### config.mk
export PLATFORM = sky130hd
export DESIGN_NAME = jt89_bus_flat
export DESIGN_NICKNAME = d
export VERILOG_FILES = /design/src/rtl/jt89_bus_pkg.sv /design/src/rtl/jt89_bus_if.sv /design/src/rtl/jt89_bus_wait.sv /design/src/rtl/jt89_bus.sv /design/src/flat_wrapper.sv
export SDC_FILE = /design/constraint.sdc
export NUM_CORES = 1
export LEC_CHECK = 0
export ABC_CLOCK_PERIOD_IN_PS = 2500
export CORE_MARGIN = 4
export CORE_UTILIZATION = 60
export CTS_CLUSTER_DIAMETER = 40
export CTS_CLUSTER_SIZE = 28
export DETAILED_ROUTE_END_ITERATION = 12
export DONT_BUFFER_PORTS = 1
export MAX_ROUTING_LAYER = met4
export PLACE_DENSITY_LB_ADDON = 0.08
export REMOVE_ABC_BUFFERS = 1
export SYNTH_ARGS = -nofsm -noshare
export SYNTH_HDL_FRONTEND = slang
export SYNTH_HIERARCHICAL = 1
export SYNTH_SLANG_ARGS = --single-unit
export TNS_END_PERCENT = 30
### constraint.sdc
create_clock -name clk -period 2.5 [get_ports clk]
set_input_delay 0.625 -clock clk [delete_from_list [all_inputs] [get_ports clk]]
set_output_delay 0.625 -clock clk [all_outputs]
set_load 0.02 [all_outputs]
### src/rtl/jt89_bus_pkg.sv
// Shared constants and types for the jt89 CPU write front-end.
// Optional feature macro: JT89_BUS_STEREO_EN (Game Gear stereo register).
package jt89_pkg;

  // Channel field of the latch byte, din[6:5]
  localparam logic [1:0] CH_T0    = 2'd0;
  localparam logic [1:0] CH_T1    = 2'd1;
  localparam logic [1:0] CH_T2    = 2'd2;
  localparam logic [1:0] CH_NOISE = 2'd3;

  // Type field of the latch byte, din[4]
  localparam logic TYP_TONE = 1'b0;
  localparam logic TYP_VOL  = 1'b1;

  // Reset values
  localparam logic [3:0] VOL_RST    = 4'hF;
  localparam logic [7:0] STEREO_RST = 8'hFF;

  // Write-wait FSM
  typedef enum logic {
    ST_IDLE = 1'b0,
    ST_BUSY = 1'b1
  } fsm_state_t;

  // Register currently addressed by data bytes
  typedef struct packed {
    logic [1:0] ch;
    logic       typ;
  } latch_t;

endpackage

### src/rtl/jt89_bus_if.sv
// CPU-side bus of the PSG: write strobe, data byte, stereo strobe, READY.
// Handshake: a write is taken on the clk where wr_n is seen falling
// (previous sample high, current low) while ready=1; ready then stays low
// for the wait period, and edges arriving while ready=0 are discarded.
interface jt89_bus_if;
  logic       wr_n;
  logic [7:0] din;
  logic       st_we;
  logic       ready;

  modport master (output wr_n, din, st_we, input ready);
  modport slave  (input wr_n, din, st_we, output ready);
endinterface

### src/rtl/jt89_bus_wait.sv
// Write-edge detect plus the IDLE/BUSY READY timer for the PSG bus.
// accept is a single-clk qualifier of a new write; ready is registered.
module jt89_bus_wait
  import jt89_pkg::*;
#(
  parameter int unsigned WAIT_CYC = 32
) (
  input  logic       clk,
  input  logic       rst,
  input  logic       cen,
  input  logic       wr_n,
  output logic       accept,
  output logic       ready,
  output fsm_state_t state
);

  localparam logic [7:0] WCNT_LAST = 8'(WAIT_CYC - 1);

  logic       wr_l_q;
  fsm_state_t state_q;
  logic [7:0] wcnt_q;
  logic       ready_q;

  // Previous wr_n sample; a held-low strobe produces only one edge
  always_ff @(posedge clk) begin
    if (rst) wr_l_q <= 1'b1;
    else     wr_l_q <= wr_n;
  end

  // Falling edge seen while idle is a write; edges during BUSY are lost
  assign accept = wr_l_q & ~wr_n & (state_q == ST_IDLE);

  // READY timer: counts WAIT_CYC cen ticks spent in BUSY
  always_ff @(posedge clk) begin
    if (rst) begin
      state_q <= ST_IDLE;
      wcnt_q  <= 8'd0;
      ready_q <= 1'b1;
    end else begin
      case (state_q)
        ST_IDLE: begin
          if (accept) begin
            state_q <= ST_BUSY;
            wcnt_q  <= 8'd0;
            ready_q <= 1'b0;
          end
        end
        ST_BUSY: begin
          if (cen) begin
            if (wcnt_q == WCNT_LAST) begin
              state_q <= ST_IDLE;
              ready_q <= 1'b1;
            end else begin
              wcnt_q <= wcnt_q + 8'd1;
            end
          end
        end
        default: begin
          state_q <= ST_IDLE;
          ready_q <= 1'b1;
        end
      endcase
    end
  end

  assign ready = ready_q;
  assign state = state_q;

endmodule

### src/rtl/jt89_bus.sv
// SN76489-compatible PSG CPU write front-end: latch/data byte decode into
// the tone/volume/noise register file and the READY wait handshake.
// Optional feature macro: JT89_BUS_STEREO_EN enables the stereo register.
module jt89_bus
  import jt89_pkg::*;
#(
  parameter int unsigned WAIT_CYC = 32
) (
  input  logic        clk,
  input  logic        rst,
  input  logic        cen,
  jt89_bus_if.slave   bus,
  output logic [9:0]  tone0,
  output logic [9:0]  tone1,
  output logic [9:0]  tone2,
  output logic [3:0]  vol0,
  output logic [3:0]  vol1,
  output logic [3:0]  vol2,
  output logic [3:0]  vol3,
  output logic [2:0]  ctrl3,
  output logic        clr,
  output logic [7:0]  stereo,
  output fsm_state_t  state_dbg
);

  logic       accept;
  logic       ready_w;

  latch_t     latch_q;
  latch_t     sel;
  logic [9:0] tone0_q, tone1_q, tone2_q;
  logic [3:0] vol0_q, vol1_q, vol2_q, vol3_q;
  logic [2:0] ctrl3_q;
  logic       clr_q;

  jt89_bus_wait #(.WAIT_CYC(WAIT_CYC)) u_wait (
    .clk    (clk),
    .rst    (rst),
    .cen    (cen),
    .wr_n   (bus.wr_n),
    .accept (accept),
    .ready  (ready_w),
    .state  (state_dbg)
  );

  assign bus.ready = ready_w;

  // Target register: a latch byte addresses itself, a data byte uses the latch
  always_comb begin
    sel = latch_q;
    if (bus.din[7]) sel = {bus.din[6:5], bus.din[4]};
  end

  // Register file update on an accepted write; clr is a one-clk pulse
  always_ff @(posedge clk) begin
    if (rst) begin
      latch_q <= {CH_T0, TYP_TONE};
      tone0_q <= 10'd0;
      tone1_q <= 10'd0;
      tone2_q <= 10'd0;
      vol0_q  <= VOL_RST;
      vol1_q  <= VOL_RST;
      vol2_q  <= VOL_RST;
      vol3_q  <= VOL_RST;
      ctrl3_q <= 3'd0;
      clr_q   <= 1'b0;
    end else begin
      clr_q <= 1'b0;
      if (accept) begin
        if (bus.din[7]) latch_q <= sel;
        if (sel.typ == TYP_VOL) begin
          case (sel.ch)
            CH_T0:   vol0_q <= bus.din[3:0];
            CH_T1:   vol1_q <= bus.din[3:0];
            CH_T2:   vol2_q <= bus.din[3:0];
            default: vol3_q <= bus.din[3:0];
          endcase
        end else if (sel.ch == CH_NOISE) begin
          ctrl3_q <= bus.din[2:0];
          clr_q   <= 1'b1;
        end else if (bus.din[7]) begin
          // Latch byte carries the low nibble of the period
          case (sel.ch)
            CH_T0:   tone0_q[3:0] <= bus.din[3:0];
            CH_T1:   tone1_q[3:0] <= bus.din[3:0];
            default: tone2_q[3:0] <= bus.din[3:0];
          endcase
        end else begin
          // Data byte carries the upper six bits of the period
          case (sel.ch)
            CH_T0:   tone0_q[9:4] <= bus.din[5:0];
            CH_T1:   tone1_q[9:4] <= bus.din[5:0];
            default: tone2_q[9:4] <= bus.din[5:0];
          endcase
        end
      end
    end
  end

`ifdef JT89_BUS_STEREO_EN
  logic [7:0] stereo_q;

  // Stereo mask written directly, regardless of the READY state
  always_ff @(posedge clk) begin
    if (rst)             stereo_q <= STEREO_RST;
    else if (bus.st_we)  stereo_q <= bus.din;
  end

  assign stereo = stereo_q;
`else
  logic unused_st_we;
  assign unused_st_we = bus.st_we;
  assign stereo       = STEREO_RST;
`endif

  assign tone0 = tone0_q;
  assign tone1 = tone1_q;
  assign tone2 = tone2_q;
  assign vol0  = vol0_q;
  assign vol1  = vol1_q;
  assign vol2  = vol2_q;
  assign vol3  = vol3_q;
  assign ctrl3 = ctrl3_q;
  assign clr   = clr_q;

endmodule

### src/flat_wrapper.sv
// flat-port wrapper written by rule: the top's interface ports become plain ports
module jt89_bus_flat import jt89_pkg::*;
#(
  parameter int unsigned WAIT_CYC = 32
)
  (clk, rst, cen, tone0, tone1, tone2, vol0, vol1, vol2, vol3, ctrl3, clr, stereo, state_dbg, bus_wr_n, bus_din, bus_st_we, bus_ready);
  jt89_bus_if bus_i ();
  input  logic clk;
  input  logic rst;
  input  logic cen;
  output logic [9:0] tone0;
  output logic [9:0] tone1;
  output logic [9:0] tone2;
  output logic [3:0] vol0;
  output logic [3:0] vol1;
  output logic [3:0] vol2;
  output logic [3:0] vol3;
  output logic [2:0] ctrl3;
  output logic clr;
  output logic [7:0] stereo;
  output fsm_state_t state_dbg;
  input wire logic [$bits(bus_i.wr_n)-1:0] bus_wr_n;
  input wire logic [$bits(bus_i.din)-1:0] bus_din;
  input wire logic [$bits(bus_i.st_we)-1:0] bus_st_we;
  output wire logic [$bits(bus_i.ready)-1:0] bus_ready;
  assign bus_i.wr_n = bus_wr_n;
  assign bus_i.din = bus_din;
  assign bus_i.st_we = bus_st_we;
  assign bus_ready = bus_i.ready;
  jt89_bus #(.WAIT_CYC(WAIT_CYC)) u_core (.clk(clk), .rst(rst), .cen(cen), .bus(bus_i), .tone0(tone0), .tone1(tone1), .tone2(tone2), .vol0(vol0), .vol1(vol1), .vol2(vol2), .vol3(vol3), .ctrl3(ctrl3), .clr(clr), .stereo(stereo), .state_dbg(state_dbg));
endmodule
==> results by group <==
Timing
  • Hold Fails Final Rpt: 0
  • Worst Slack Setup Final: 0.821 ns
  • Final setup vio count: 0
  • RSZ-0062 raised after global routing: no
  • Fin crit period: 1.68 ns
  • Hold WS: 0.351 ns
  • Fin crit share: 67.1%
  • Max Slew Vio Count: 0
  • Highest Clock Rate: 596 MHz
  • Total negative slack: 0 ns
  • Clock Skew: 0.00735 ns

Cells and area
  • Area delta synth->final: 7.23%
  • Layout Cells excl Fill: 335
  • Fill count: 347
  • Commonest non-fill, non-tap cell in the layout: dfxtp_1
  • Layout cells sized above 1: 15.2%
  • Final net count: 293
  • Antenna Diode Count: 0
  • Storage cell area: 1280 sq um
  • Commonest cells after routing, fill and taps aside: dfxtp_1, mux2i_1, nand2b_1
  • Multi-input gate area: 1460 sq um

Detailed routing
  • Via count: 1917
  • Drt drc: 0
  • Post-route ant nets: 0
  • Via density: 5.72
  • Drt first-iter violations: 101
  • Wire length per cell: 16.9 um
  • TritonRoute pass-1 iters: 4
  • Post-Route WL: 5.65 mm

CTS
  • Hold-fix buffers, CTS: 0
  • H-tree depth: 3
  • Longest Clk Path Bufs: 2
  • Post-CTS sizing: 0
  • Worst skew pair latency: 0.34 ns
  • Clk sinks: 64
  • Post-CTS setup buffers: 0
  • CTS tree: done
  • Worst-path clk slew: 0.07 ns
  • Clock root buffer master: clkbuf_8
  • Cts bufs inserted: 9

Placed design
  • GPL Wtd Cong: 0.756
  • Placed Cells: 320
  • PortBufs: 0
  • Dpl ws: 0.511 ns
  • Post-DP HPWL: 3.87 mm

Synthesis
  • Top cell type by total area after synthesis: dfxtp_1
  • Syn Area/Cell: 10.3 sq um
  • Ys Warns: 6
  • Seq cells post-synth: 64
  • Sequential area share after synthesis: 44.9%
  • Mapped Area: 2860 sq um
  • Share of the synthesized area in the top cell type: 44.9%
  • Synth area leaders: dfxtp_1, mux2i_1, nand2b_1
  • Cell variety after synth: 45
  • Syn Inst Count: 277

Global routing
  • Total track usage: 20.1%
  • First-pass GRT wire length: 9.16 mm
  • Antenna violations before repair: 0
  • Grt ovf: 0
  • Pin count of the biggest net entering global routing: 73
  • Vias in the first global route: 1831

Die
  • Die Y: 77.0 um
  • Die X-Extent: 77.0 um
  • Core area: 4470 sq um
  • Effective utilization at floorplan: 63.8%
  • Row cnt: 24
  • Top Ports: 73
  • Die area: 5930 sq um

Pwr
  • Clk network pwr share: 45.6%
  • Leakage: 1.40 nW
  • Combinational share of power: 5.4%
  • Power Dens Cells: 710 nW/um^2
  • Pint: 1.69 mW
  • Sw Share: 22.0%
  • Sequential fraction of design power: 48.9%
  • Maximum vdd drop: 0.495 mV
  • Switching power: 478 uW

Setup path
  • Setup CP Type: flop to flop
  • CP arrival: 1.89 ns
  • CP Launch Type: flop
  • Crit end category: flop
  • Crit Path Max Fanout: 6
  • WP data required: 2.71 ns

Run
  • Max-cap violations: 0

Min path
  • HP Class: primary input to flop

Outcome
  • Status: finished clean
-- metal layers --
layer / vias up / part of all wire (%) / track usage (%) / wire (um)
met1: 900 / 46 / 24.5 / 2580
met3: 14 / 6.5 / 7.03 / 366
li1: 950 / - / - / -
met4: 0 / 2.6 / 11.0 / 148
met2: 53 / 45 / 29.1 / 2550
met5: - / 0 / - / 0
-- registers in the layout, indices dropped and copies added (netlist names) --
register,flops
u_core/clr,1
u_core/ctrl3,3
u_core/latch_q,3
u_core/tone0,10
u_core/tone1,10
u_core/tone2,10
u_core/u_wait/ready,1
u_core/u_wait/state,1
u_core/u_wait/wcnt_q,8
u_core/u_wait/wr_l_q,1
u_core/vol0,4
u_core/vol1,4
u_core/vol2,4
u_core/vol3,4
-- worst max-delay path, stage by stage (launching register included) --
cell and delay, ns:
dfxtp_1 0.30, or3b_1 0.41, inv_1 0.11, nor3b_4 0.34
o21ai_2 0.22, mux2i_1 0.17
-- through the flow --
step	utilization [%]	total power, mW	area, sq um
6_report	68.4	2.17	3060
2_1_floorplan	-	1.18	2750
3_5_place_dp	63.5	1.21	2840
3_3_place_gp	63.5	1.20	2840
5_1_grt	68.4	2.25	3060
4_1_cts	68.4	2.18	3060
-- power by group through the flow --
stage / clock (mW) / combinational [mW] / sequential, mW
floorplan: 0 / 0.0912 / 1.09
global placement: 0 / 0.116 / 1.09
detailed placement: 0 / 0.118 / 1.09
CTS: 0.999 / 0.118 / 1.06
global route: 1.06 / 0.128 / 1.07
finish: 0.991 / 0.118 / 1.06
-- kinds of logic after synthesis --
logic type	Yosys count	share of synthesized area, %
compound gates	31	9.16
xor+xnor	1	0.307
other cells	1	0.131
simple gates	106	22.3
mux	51	18.0
buf+inv	22	4.86
fa+ha+maj	1	0.438
flops	64	44.9
-- area by class of cell --
class	count	share of cell area (%)
flip-flops and latches	64	41.8
well taps	52	2.13
clock inverters	3	2.13
repair buffers	3	0.736
inverters	3	0.368
clock buffers	12	5.07
multi-input cells	198	47.7
-- worst paths after layout --
kind | from | slack (ns) | depth (start not counted) | endpoint
hold / removal | rst | 0.35 | 1 | u_core/clr$_SDFF_PP0_
setup reg to reg | u_core/u_wait/state$_SDFF_PP0_ | 0.82 | 5 | u_core/tone1[8]$_SDFFE_PP0P_
hold reg to reg | u_core/latch_q[0]$_SDFFE_PP0P_ | 0.51 | 2 | u_core/latch_q[0]$_SDFFE_PP0P_
setup / recovery | u_core/u_wait/state$_SDFF_PP0_ | 0.82 | 5 | u_core/tone1[8]$_SDFFE_PP0P_
-- synth_stat cells (all sizes together) --
library cell and number:
dfxtp 64, mux2i 49, nand2b 41, nor2 25, buf 12, a21oi 9, nand2 8, nand3 8
o21ai 8, clkbuf 7, o211ai 5, and3b 4, nor3b 4, inv 3, nor3 3, o21a 3
mux2 2, nand4 2, or2 2, or3b 2, or4 2, a311oi 1, a32oi 1, a41o 1
and3 1, conb 1, ha 1, nand3b 1, nor2b 1, o2111ai 1, o21bai 1, o22ai 1
or2b 1, or3 1, xor2 1
No activity file was read; power rests on OpenSTA's default activity.
